$ cat config.mk
export PLATFORM = sky130hd
export DESIGN_NAME = collector_ctrl
export DESIGN_NICKNAME = d
export VERILOG_FILES = /design/src/rtl/collector_ctrl_pkg.sv /design/src/rtl/collector_ctrl.sv
export SDC_FILE = /design/constraint.sdc
export NUM_CORES = 1
export LEC_CHECK = 0
export BUFFER_PORTS_ARGS = -buffer_cell sky130_fd_sc_hd__clkbuf_2
export CAP_MARGIN = 20
export CORE_ASPECT_RATIO = 0.7
export CORE_MARGIN = 4
export CORE_UTILIZATION = 28
export CTS_BUF_LIST = sky130_fd_sc_hd__clkbuf_4 sky130_fd_sc_hd__clkbuf_8 sky130_fd_sc_hd__clkbuf_16
export CTS_CLUSTER_SIZE = 16
export DETAILED_ROUTE_END_ITERATION = 8
export PLACE_DENSITY_LB_ADDON = 0.25
export SYNTH_ARGS = -nofsm -noshare
export SYNTH_HDL_FRONTEND = slang
export SYNTH_SLANG_ARGS = --single-unit
$ cat constraint.sdc
create_clock -name clk -period 2.9 [get_ports clk]
set_clock_uncertainty 0.1 [all_clocks]
set_input_delay 0.145 -clock clk [delete_from_list [all_inputs] [get_ports clk]]
set_output_delay 0.145 -clock clk [all_outputs]
set_load 0.01 [all_outputs]
$ cat src/rtl/collector_ctrl_pkg.sv
// Shared definitions for the output-collector sequencer: state encoding,
// default counter widths and error-cause codes.
package collector_ctrl_pkg;

  localparam int unsigned KCNT_W_DEF = 8;
  localparam int unsigned NOUT_W_DEF = 8;

  typedef enum logic [2:0] {
    ST_IDLE,
    ST_BIAS,
    ST_ACCUM,
    ST_WAIT_RES,
    ST_OUT,
    ST_DONE
  } state_e;

  typedef enum logic [1:0] {
    ERR_NONE,
    ERR_CFG,
    ERR_STALL_BEAT,
    ERR_STRAY_RES
  } err_cause_e;

endpackage

$ cat src/rtl/collector_ctrl.sv
// Output-collector sequencer: bias preload, K-beat accumulation, result wait
// and gating hand-off per output vector, plus PE-array stall control.
module collector_ctrl
  import collector_ctrl_pkg::*;
#(
  parameter int unsigned KCNT_W = KCNT_W_DEF,
  parameter int unsigned NOUT_W = NOUT_W_DEF
) (
  input  logic              clk,
  input  logic              rst_n,
  input  logic              cfg_valid,
  output logic              cfg_ready,
  input  logic [KCNT_W-1:0] cfg_k_beats,
  input  logic [NOUT_W-1:0] cfg_n_out,
  input  logic              cfg_bias_en,
  output logic              bias_req,
  input  logic              bias_ack,
  input  logic              pe_psum_valid,
  output logic              pe_stall,
  output logic              col_bias_en,
  output logic              col_bias_zero,
  output logic              col_in_valid,
  output logic              col_accum_done,
  input  logic              col_out_valid,
  output logic              gate_valid,
  input  logic              gate_ready,
  output logic              busy,
  output logic              done,
  output logic              err
);

  state_e            state_q, state_d;
  logic [KCNT_W-1:0] k_beats_q, k_cnt_q, k_cnt_d;
  logic [NOUT_W-1:0] n_out_q, out_cnt_q, out_cnt_d;
  logic              bias_en_q, bias_en_nx;
  logic              cfg_bad, accept, last_beat, last_vec, err_d;

  assign cfg_bad   = (cfg_k_beats == '0) || (cfg_n_out == '0);
  assign accept    = (state_q == ST_IDLE) && cfg_valid && !cfg_bad;
  assign last_beat = (k_cnt_q == k_beats_q - KCNT_W'(1));
  assign last_vec  = (out_cnt_q == n_out_q - NOUT_W'(1));

  assign cfg_ready      = (state_q == ST_IDLE);
  assign col_in_valid   = pe_psum_valid && (state_q == ST_ACCUM);
  assign col_accum_done = col_in_valid && last_beat;
  // A zero-bias BIAS visit lasts exactly one cycle, so "first BIAS cycle"
  // reduces to being in BIAS with bias disabled.
  assign col_bias_en    = (state_q == ST_BIAS) && (bias_en_q ? bias_ack : 1'b1);

  assign bias_en_nx = accept ? cfg_bias_en : bias_en_q;
  assign err_d = (pe_psum_valid && pe_stall)
              || (col_out_valid && (state_q != ST_WAIT_RES))
              || ((state_q == ST_IDLE) && cfg_valid && cfg_bad);

  always_comb begin
    state_d   = state_q;
    k_cnt_d   = k_cnt_q;
    out_cnt_d = out_cnt_q;
    unique case (state_q)
      ST_IDLE: begin
        if (accept) begin
          state_d   = ST_BIAS;
          k_cnt_d   = '0;
          out_cnt_d = '0;
        end
      end
      ST_BIAS: begin
        if (!bias_en_q || bias_ack) state_d = ST_ACCUM;
      end
      ST_ACCUM: begin
        if (col_in_valid) begin
          if (last_beat) begin
            k_cnt_d = '0;
            state_d = ST_WAIT_RES;
          end else begin
            k_cnt_d = k_cnt_q + KCNT_W'(1);
          end
        end
      end
      ST_WAIT_RES: begin
        if (col_out_valid) state_d = ST_OUT;
      end
      ST_OUT: begin
        if (gate_ready) begin
          if (last_vec) begin
            state_d = ST_DONE;
          end else begin
            out_cnt_d = out_cnt_q + NOUT_W'(1);
            state_d   = ST_BIAS;
          end
        end
      end
      ST_DONE: state_d = ST_IDLE;
      default: state_d = ST_IDLE;
    endcase
  end

  // Registered outputs are decoded from the next state so they line up
  // with the state they describe.
  always_ff @(posedge clk) begin
    if (!rst_n) begin
      state_q       <= ST_IDLE;
      k_cnt_q       <= '0;
      out_cnt_q     <= '0;
      k_beats_q     <= '0;
      n_out_q       <= '0;
      bias_en_q     <= 1'b0;
      bias_req      <= 1'b0;
      pe_stall      <= 1'b0;
      col_bias_zero <= 1'b0;
      gate_valid    <= 1'b0;
      busy          <= 1'b0;
      done          <= 1'b0;
      err           <= 1'b0;
    end else begin
      state_q   <= state_d;
      k_cnt_q   <= k_cnt_d;
      out_cnt_q <= out_cnt_d;
      if (accept) begin
        k_beats_q <= cfg_k_beats;
        n_out_q   <= cfg_n_out;
        bias_en_q <= cfg_bias_en;
      end
      bias_req      <= (state_d == ST_BIAS) && bias_en_nx;
      col_bias_zero <= (state_d == ST_BIAS) && !bias_en_nx;
      pe_stall      <= state_d inside {ST_BIAS, ST_WAIT_RES, ST_OUT, ST_DONE};
      gate_valid    <= (state_d == ST_OUT);
      busy          <= (state_d != ST_IDLE);
      done          <= (state_d == ST_DONE);
      err           <= err_d;
    end
  end

endmodule

==> results of run 1 <==
==> worst register-to-register path, cell delays in order (launching register included) <==
cell,delay [ns]
dfxtp_1,0.39
inv_1,0.06
ha_1,0.24
o21ba_2,0.21
a221oi_1,0.28
o221ai_1,0.18
or2_2,0.33
o21ai_0,0.39
mux2i_1,0.23
==> final timing paths <==
path         slack, ns                         to  cells past startpoint
max reg2reg       0.41        pe_stall$_SDFF_PN0_                      8
max               0.27             col_accum_done                      7
min reg2reg       0.40  out_cnt_q[7]$_SDFFE_PN0P_                      2
min               0.04  k_beats_q[1]$_SDFFE_PN0P_                      3
==> final cells by class <==
class | instances | area (um2)
Clock buffer | 8 | 160.2
Sequential cell | 43 | 860.8
Timing Repair Buffer | 37 | 192.7
Tap cell | 101 | 126.4
Inverter | 8 | 30.03
Fill cell | 832 | 5261
Multi-Input combinational cell | 208 | 1443
==> cells in the mapped netlist, drive strengths merged (5+ instances only) <==
| library cell | instances | area [um2] |
|---|---|---|
| a21oi | 7 | 35.03 |
| and3 | 11 | 68.82 |
| buf | 5 | 30.02 |
| dfxtp | 43 | 860.8 |
| inv | 8 | 30.03 |
| mux2i | 19 | 190.2 |
| nand2 | 18 | 67.56 |
| nand2b | 6 | 37.54 |
| nand3 | 10 | 50.05 |
| nor2 | 14 | 52.55 |
| nor2b | 19 | 118.9 |
| nor3 | 8 | 45.04 |
| nor4 | 11 | 81.32 |
| o21ai | 10 | 53.80 |
| or3 | 5 | 31.28 |
| xnor2 | 12 | 105.1 |
| xor2 | 12 | 105.1 |
==> through the flow <==
stage	area [um2]	total power [mW]	hold slack, ns	instances	utilization
after floorplan	2379	0.8629	0.1922	268	-
after global placement	2653	0.9422	0.3221	397	0.3285
after detailed placement	2653	0.9440	0.3319	397	0.3285
after CTS	2813	1.548	0.03872	405	0.3484
after global routing	2813	1.615	0.05026	405	0.3484
final	2813	1.531	0.04073	405	0.3484
==> metal layers <==
| layer | routed length, um | up-vias | global-route usage |
|---|---|---|---|
| li1 | - | 1032 | - |
| met5 | 0 | - | 0 |
| met3 | 296 | 7 | 0.03065 |
| met4 | 65 | 0 | 0.03191 |
| met1 | 3462 | 921 | 0.1917 |
| met2 | 1987 | 46 | 0.1446 |
==> registers in the layout, indices dropped and copies added (netlist names) <==
signal         count
out_cnt_q          8
busy               1
done               1
col_bias_zero      1
state_q            3
bias_req           1
k_cnt_q            8
err                1
n_out_q            8
gate_valid         1
bias_en_q          1
pe_stall           1
k_beats_q          8
==> cells by family (layout without fill, tap and decap cells) <==
family | Yosys count | in the layout | share of synthesized area
AND/OR/NAND/NOR | 121 | 121 | 0.2956
buffers and inverters | 17 | 53 | 0.03156
flip-flops | 43 | 43 | 0.3619
XOR/XNOR | 24 | 24 | 0.08837
multiplexers | 20 | 20 | 0.08469
adder cells (fa/ha/maj) | 4 | 4 | 0.02104
AO/OA/AOI/OAI | 39 | 39 | 0.1168
==> where the power goes <==
part           switching [mW]  internal (mW)
combinational           0.141          0.130
sequential             0.0373          0.622
clock                   0.224          0.376
total                   0.403           1.13
==> flow_summary.yaml, run 1 <==
floorplan:
  initial_utilization: 0.2946
  die_w_um: 118.2
  core_mm2: 0.008074
  die_area_mm2: 0.01006
  rows: 27
  die_y_um: 85.11
  ioPinCount: 35
setup_path:
  worstPathArrival_ns: 2.39
  cpPeakStageDelay_ns: 0.45
  endpoint_kind: "output port"
  critPathKind: "reg -> out"
  rr_startpoint: "n_out_q[0]$_SDFFE_PN0P_"
  cp-start-kind: "flip-flop"
  critical_path_buf_inv_count: 2
  path_delay_family: "simple AND/OR/NAND/NOR gates"
  cp.required_ns: 2.65
  critPathLaunch: "k_beats_q[0]$_SDFFE_PN0P_"
  slowest_stage: "nor4_2"
  crit_path_max_fanout: 5
  cp_cell_sequence: "inv_1 -> ha_1 -> or3b_1 -> o31ai_1 -> nand4_1 -> nor4_2 -> clkbuf_2"
synthesis:
  synth_area_mm2: 0.002379
  seq_area_frac_synth: 0.3619
  ys_ff_latch: 43
  synth_cell_types: 55
  synth_ff_type: "dfxtp_1"
  ys_warn_count: 0
  synth-edff-count: 0
  synthCells: 268
  syn_avg_cell_area_um2: 8.875
  ys_async_sr_fraction: 0
  syn_nets: 296
global_routing:
  grt_max_degree: 33
  grt_pass1_vias: 1827
  grt_overflow: 0
  track_usage: 0.1178
  grt_pass1_wl_mm: 9.556
  antenna_found_initial: 0
clocking:
  clock_latency_ns: 0.28
  cts_resized: 0
  htree_levels: 2
  clock-sinks: 43
  cts_tree: "yes"
  clk_pin_slew_worst_paths_ns: 0.06
  ctsHoldBuffers: 0
  cts_buffer_depth: 2
  cts-root-buf: "clkbuf_16"
  cts_setup_buffers: 0
  cts_buffers: 5
sta:
  tightest_slew_ns: 0.6139
  slew_violations: 0
  setup_viol: 0
  slew_headroom: 0.5864
  fmax_ghz: 0.3797
  finalHoldViolations: 0
  period_needed_ns: 2.633
  setup_tns_ns: 0
  setup_slack_ns: 0.2666
  rsz0062_at_grt: "no"
  fin_crit_sh: 0.9081
layout:
  layout_commonest_cell: "dfxtp_1"
  nNetsFinal: 331
  area_growth_pct: 18.25
  diodes: 0
  final_cell_mix: "dfxtp_1 (43), clkbuf_2 (34), nor2b_1 (19), mux2i_1 (19), nand2_1 (18)"
  drive_gt1_frac: 0.1908
pwr:
  irDropWorstVdd_uv: 258.7
  power.leakage_nw: 1.201
  powerDensity_mw_per_mm2: 544.4
worst_hold_path:
  worstHoldStart: "cfg_k_beats[1]"
  hold_class: "in -> reg"
drt:
  viasPerCell: 4.953
  first_iter_violations: 113
  vias: 2006
  wl_per_cell_um: 14.35
  drcViolationCount: 0
  routed_wl_mm: 5.811
  ant_nets: 0
  dr.pass1.iters: 4
placement:
  place_congestion: 0.8146
  post-place-ws_ns: 0.3967
  io_buffers: 34
  hpwl_mm: 4.448
status:
  status: "completed"
job:
  cap_violations: 0
(Power assumes the default switching activity.)
==> run 2, diff against run 1 <==
--- a/config.mk
+++ b/config.mk
@@ -7,6 +7,8 @@
 export LEC_CHECK = 0
 export BUFFER_PORTS_ARGS = -buffer_cell sky130_fd_sc_hd__clkbuf_2
 export CAP_MARGIN = 20
+export CELL_PAD_IN_SITES_DETAIL_PLACEMENT = 2
+export CELL_PAD_IN_SITES_GLOBAL_PLACEMENT = 2
 export CORE_ASPECT_RATIO = 0.7
 export CORE_MARGIN = 4
 export CORE_UTILIZATION = 28
==> run 2 against run 1 <==
Compared with the run above:
- first-iteration DRC count down 44%
- register-to-register slack worse by 0.11 ns
- critical path depth unchanged
- routed wire length up 23%
- worst hold slack better by 0.0086 ns
==> flow_summary.yaml, run 2 (synthesized netlist as in run 1, its figures left out) <==
sta:
  slew_headroom: 0.5743
  setup_slack_ns: 0.1851
  fin_hold_ws_ns: 0.04934
  period_needed_ns: 2.715
  fin_crit_sh: 0.9362
  fmax_ghz: 0.3683
  tightest_slew_ns: 0.6318
  rsz0062_at_grt: "no"
  finalHoldViolations: 0
  setup_viol: 0
  setup_tns_ns: 0
  slew_violations: 0
layout:
  drive_gt1_frac: 0.1908
  nNetsFinal: 331
  diodes: 0
  final_cell_mix: "dfxtp_1 (43), clkbuf_2 (34), nor2b_1 (19), mux2i_1 (19), nand2_1 (18)"
  area_growth_pct: 18.62
  fillerInstances: 904
  layout_commonest_cell: "dfxtp_1"
clocking:
  clock-sinks: 43
  cts-root-buf: "clkbuf_16"
  htree_levels: 2
  cts_setup_buffers: 0
  cts_tree: "yes"
  cts_resized: 0
  ctsHoldBuffers: 0
  clk_pin_slew_worst_paths_ns: 0.06
  cts_buffer_depth: 2
  clock_latency_ns: 0.28
  cts_buffers: 5
placement:
  hpwl_mm: 5.423
  post-place-ws_ns: 0.2952
  place_congestion: 0.7022
  io_buffers: 34
setup_path:
  worstPathArrival_ns: 2.47
  rrSetupSlack_ns: 0.30
  path_delay_family: "simple AND/OR/NAND/NOR gates"
  critPathLaunch: "k_beats_q[0]$_SDFFE_PN0P_"
  worst_r2r_path_depth: 8
  slowest_stage: "nor4_4"
  endpoint_kind: "output port"
  cp_cell_sequence: "inv_1 -> ha_1 -> or3b_1 -> o31ai_1 -> nand4_1 -> nor4_4 -> clkbuf_2"
  crit_path_max_fanout: 5
  rr_startpoint: "k_beats_q[0]$_SDFFE_PN0P_"
  critical_path_buf_inv_count: 2
  critPathKind: "reg -> out"
  r2r_end: "k_cnt_q[5]$_SDFFE_PN0P_"
  critPathCapture: "col_accum_done"
  cp.required_ns: 2.65
  cp.depth: 7
  cp-start-kind: "flip-flop"
  cpPeakStageDelay_ns: 0.43
floorplan:
  die_y_um: 85.11
  initial_utilization: 0.2946
  ioPinCount: 35
  rows: 27
  die_area_mm2: 0.01006
  die_w_um: 118.2
  core_mm2: 0.008074
worst_hold_path:
  hold_class: "in -> reg"
  hold_depth: 3
drt:
  routed_wl_mm: 7.160
  vias: 2088
  ant_nets: 0
  wl_per_cell_um: 17.68
  viasPerCell: 5.156
  drcViolationCount: 0
  dr.pass1.iters: 4
  first_iter_violations: 63
global_routing:
  grt_pass1_vias: 2227
  grt_overflow: 0
  antenna_found_initial: 0
  grt_max_degree: 33
  track_usage: 0.1482
  grt_pass1_wl_mm: 12.14
pwr:
  p_total_mw: 1.543
  irDropWorstVdd_uv: 258.5
  powerDensity_mw_per_mm2: 547.0
  power.leakage_nw: 1.208
job:
  cap_violations: 0
status:
  status: "completed"
run 2: cell counts in the layout (fill, tap and decap cells not counted):
No cell type changed its count.
run 2: worst register-to-register path: cells and delay by family, from the launching register on:
kind	cells	cell delay, ns
AO/OA/AOI/OAI	2	0.60
adder cells (fa/ha/maj)	1	0.23
buffers and inverters	1	0.08
flip-flops	1	0.37
AND/OR/NAND/NOR	4	1.12
run 2: worst min-delay path by stage:
stage                        start  slack (ns)                        end
finish                cfg_n_out[7]        0.05    n_out_q[7]$_SDFFE_PN0P_
global route          cfg_n_out[4]        0.07    n_out_q[4]$_SDFFE_PN0P_
floorplan                    rst_n        0.19      state_q[0]$_SDFF_PN0_
detailed placement  cfg_k_beats[1]        0.34  k_beats_q[1]$_SDFFE_PN0P_
CTS                 cfg_k_beats[2]        0.05  k_beats_q[2]$_SDFFE_PN0P_
global placement    cfg_k_beats[1]        0.32  k_beats_q[1]$_SDFFE_PN0P_
run 2: per-layer routing:
| metal | vias up | GRT usage | part of all wire |
|---|---|---|---|
| li1 | 1034 | - | - |
| met4 | 0 | 0.02234 | 0.0041 |
| met1 | 1019 | 0.2258 | 0.55 |
| met2 | 33 | 0.2146 | 0.41 |
| met3 | 2 | 0.03331 | 0.038 |
| met5 | - | 0 | 0 |
run 2: where the power goes:
part           switching, mW  leakage (nW)  internal [mW]
clock                  0.221        0.0806          0.376
sequential            0.0414         0.351          0.622
combinational          0.153         0.777          0.131
run 2: area by class of cell:
cell class	instances	area, um2	area share
inverters	8	30.03	0.01064
flip-flops and latches	43	860.8	0.3051
well taps	101	126.4	0.04479
multi-input cells	208	1451	0.5144
clock buffers	8	160.2	0.05676
repair buffers	37	192.7	0.06829
run 2: through the flow:
step           std cells  utilization  area [um2]
2_1_floorplan        268            -        2379
3_3_place_gp         397       0.3285        2653
3_5_place_dp         397       0.3285        2653
4_1_cts              405       0.3484        2813
5_1_grt              405       0.3495        2821
6_report             405       0.3495        2821
==> run 3, diff against run 2 <==
--- a/config.mk
+++ b/config.mk
@@ -5,6 +5,7 @@
 export SDC_FILE = /design/constraint.sdc
 export NUM_CORES = 1
 export LEC_CHECK = 0
+export ABC_AREA = 1
 export BUFFER_PORTS_ARGS = -buffer_cell sky130_fd_sc_hd__clkbuf_2
 export CAP_MARGIN = 20
 export CELL_PAD_IN_SITES_DETAIL_PLACEMENT = 2
@@ -15,7 +16,7 @@
 export CTS_BUF_LIST = sky130_fd_sc_hd__clkbuf_4 sky130_fd_sc_hd__clkbuf_8 sky130_fd_sc_hd__clkbuf_16
 export CTS_CLUSTER_SIZE = 16
 export DETAILED_ROUTE_END_ITERATION = 8
-export PLACE_DENSITY_LB_ADDON = 0.25
+export PLACE_DENSITY_LB_ADDON = 0.1
 export SYNTH_ARGS = -nofsm -noshare
 export SYNTH_HDL_FRONTEND = slang
 export SYNTH_SLANG_ARGS = --single-unit
==> run 3 against run 2 <==
Compared with the run above:
- non-clock buffer count decreased by 2
- synthesized cell count up 46%
- largest power group is now clock
- cell area rose by 5.3%
- area after synthesis grew 5.5%
- cell count up 34%
- first-iteration DRC count increased by 73%
- worst hold slack lost 0.018 ns
- die area rose by 5.1%
- largest cell class unchanged
- setup slack better by 0.35 ns
- clock power grew 15%
- utilization down 0.34 points
- register-to-register slack better by 0.39 ns
==> flow_summary.yaml, run 3 <==
drt:
  vias: 2591
  wl_met2_mm: 3.570
  dr.pass1.iters: 4
  first_iter_violations: 109
  routed_wl_mm: 8.784
  wl_met3_um: 322
  highest_layer: "met4"
  m1WireLength_mm: 4.804
  drcViolationCount: 0
  wl_per_cell_um: 16.15
  ant_nets: 0
  viasPerCell: 4.763
clocking:
  cts-root-buf: "clkbuf_16"
  cts_buffer_depth: 2
  clock-sinks: 43
  cts_setup_buffers: 0
  clock_latency_ns: 0.29
  cts_buffers: 5
  clk_pin_slew_worst_paths_ns: 0.07
  ctsHoldBuffers: 0
  cts_tree: "yes"
  cts_resized: 0
  htree_levels: 2
floorplan:
  ioPinCount: 35
  die_y_um: 87.22
  core_mm2: 0.008583
  rows: 28
  initial_utilization: 0.2924
  die_area_mm2: 0.01057
  die_w_um: 121.2
sta:
  tightest_slew_ns: 0.5611
  setup_tns_ns: 0
  rsz0062_at_grt: "no"
  setup_viol: 0
  slew_headroom: 0.6259
  finalHoldViolations: 0
  fin_crit_sh: 0.8155
  slew_violations: 0
  period_needed_ns: 2.365
  fmax_ghz: 0.4228
setup_path:
  critPathKind: "reg -> out"
  cp_cell_sequence: "inv_1 -> ha_1 -> inv_1 -> nand2_1 -> nand2_1 -> nand2_1 -> nand2_1 -> nand3_1 -> nor2_1 -> nand3_1 -> inv_1 -> clkbuf_2"
  worstPathArrival_ns: 2.12
  crit_path_max_fanout: 6
  cp-start-kind: "flip-flop"
  endpoint_kind: "output port"
  critical_path_buf_inv_count: 4
  cp.required_ns: 2.65
  path_delay_family: "simple AND/OR/NAND/NOR gates"
  critPathLaunch: "k_beats_q[0]$_SDFFE_PN0P_"
  cpPeakStageDelay_ns: 0.40
  crit_path_frequent_cell: "nand2_1"
  rr_startpoint: "k_beats_q[0]$_SDFFE_PN0P_"
  slowest_stage: "dfxtp_1"
pwr:
  power.leakage_nw: 1.416
  combinationalPowerShare: 0.221
  irDropWorstVdd_uv: 227.5
  power.share.switching: 0.3135
  p_sw_uw: 544.4
  p_total_mw: 1.737
  p_int_mw: 1.192
  p_seq_frac: 0.385
  clkPwrFrac: 0.394
  powerDensity_mw_per_mm2: 584.6
placement:
  io_buffers: 34
  hpwl_mm: 7.134
  place_congestion: 0.7993
layout:
  layout_commonest_cell: "nand2_1"
  diodes: 0
  fillerInstances: 1070
  area_growth_pct: 18.35
  drive_gt1_frac: 0.1415
  final_cell_mix: "nand2_1 (92), inv_1 (54), nor2_1 (51)"
  nNetsFinal: 451
synthesis:
  synth_ff_type: "dfxtp_1"
  synth.top_cell.area_share: 0.3430
  seq_area_frac_synth: 0.3430
  synthCells: 390
  ys_async_sr_fraction: 0
  synthMostInstantiatedCell: "nand2_1"
  synth_area_mm2: 0.002510
  ys_top_cells_by_count: "nand2_1 (92), inv_1 (54), nor2_1 (51)"
  synth_top_area_cell: "dfxtp_1"
  synth-edff-count: 0
  ys_warn_count: 0
  synth_cell_types: 29
  ys_ff_latch: 43
  synthTopCellsByArea: "dfxtp_1 (34%), nand2_1 (14%), inv_1 (8.1%)"
  syn_nets: 418
  syn_avg_cell_area_um2: 6.436
job:
  cap_violations: 0
global_routing:
  grt_pass1_vias: 2718
  grt_pass1_wl_mm: 14.17
  track_usage: 0.1736
  grt_overflow: 0
  grt_max_degree: 29
  antenna_found_initial: 0
status:
  status: "completed"
worst_hold_path:
  worstHoldStart: "cfg_n_out[7]"
  hold_class: "in -> reg"
## run 3: through the flow
| step | instances | setup slack (ns) | util | hold WS [ns] | area, um2 |
|---|---|---|---|---|---|
| floorplan | 390 | 1.073 | - | 0.1878 | 2510 |
| global placement | 536 | 0.6772 | 0.3254 | 0.3257 | 2793 |
| detailed placement | 536 | 0.6679 | 0.3254 | 0.3355 | 2793 |
| CTS | 544 | 0.4972 | 0.3461 | 0.02161 | 2970 |
| global route | 544 | 0.3259 | 0.3461 | 0.03378 | 2970 |
| finish | 544 | 0.5351 | 0.3461 | 0.03142 | 2970 |
## run 3: metal layers
metal,global-route usage,up-vias
met5,0,-
met4,0.04273,0
met3,0.03377,7
met2,0.2515,39
met1,0.2622,1246
li1,-,1299
## run 3: logic make-up (layout without fill, tap and decap cells)
family / count (synthesis) / in the layout / share of synthesized area
flops: 43 / 43 / 0.3430
xor+xnor: 17 / 17 / 0.05932
fa+ha+maj: 4 / 4 / 0.01994
buf+inv: 66 / 100 / 0.1032
compound gates: 53 / 53 / 0.1072
simple gates: 207 / 207 / 0.3674
## run 3: final timing paths
| check | slack (ns) | endpoint | cells past startpoint |
|---|---|---|---|
| worst max-delay path | 0.54 | col_accum_done | 12 |
| worst min register to register | 0.38 | k_beats_q[7]$_SDFFE_PN0P_ | 2 |
| worst max register to register | 0.69 | col_bias_zero$_SDFF_PN0_ | 13 |
| worst min-delay path | 0.03 | n_out_q[7]$_SDFFE_PN0P_ | 3 |
## run 3: worst register-to-register path, stage by stage, from the launching register on
cell	delay [ns]
dfxtp_1	0.40
inv_1	0.14
ha_1	0.29
inv_1	0.07
nand2_1	0.06
nand2_1	0.07
nand2_1	0.05
nand2_1	0.09
nand3_1	0.11
nor2_1	0.17
nand3_1	0.16
nand2_1	0.18
nand4_1	0.14
nor2_1	0.12
## run 3: final cells by class
| cell class | instances | area, um2 | share of cell area |
|---|---|---|---|
| multi-input cells | 281 | 1390 | 0.4680 |
| flip-flops and latches | 43 | 860.8 | 0.2898 |
| inverters | 57 | 214.0 | 0.07203 |
| repair buffers | 35 | 177.7 | 0.05981 |
| well taps | 120 | 150.1 | 0.05055 |
| clock buffers | 6 | 138.9 | 0.04676 |
| clock inverters | 2 | 38.79 | 0.01306 |
## run 3: power groups by stage
stage          clock network [mW]  registers, mW  logic, mW
3_5_place_dp                    0          0.681      0.387
5_1_grt                     0.729          0.674      0.442
4_1_cts                     0.707          0.668      0.391
3_3_place_gp                    0          0.679      0.373
6_report                    0.684          0.668      0.384
2_1_floorplan                   0          0.672      0.267
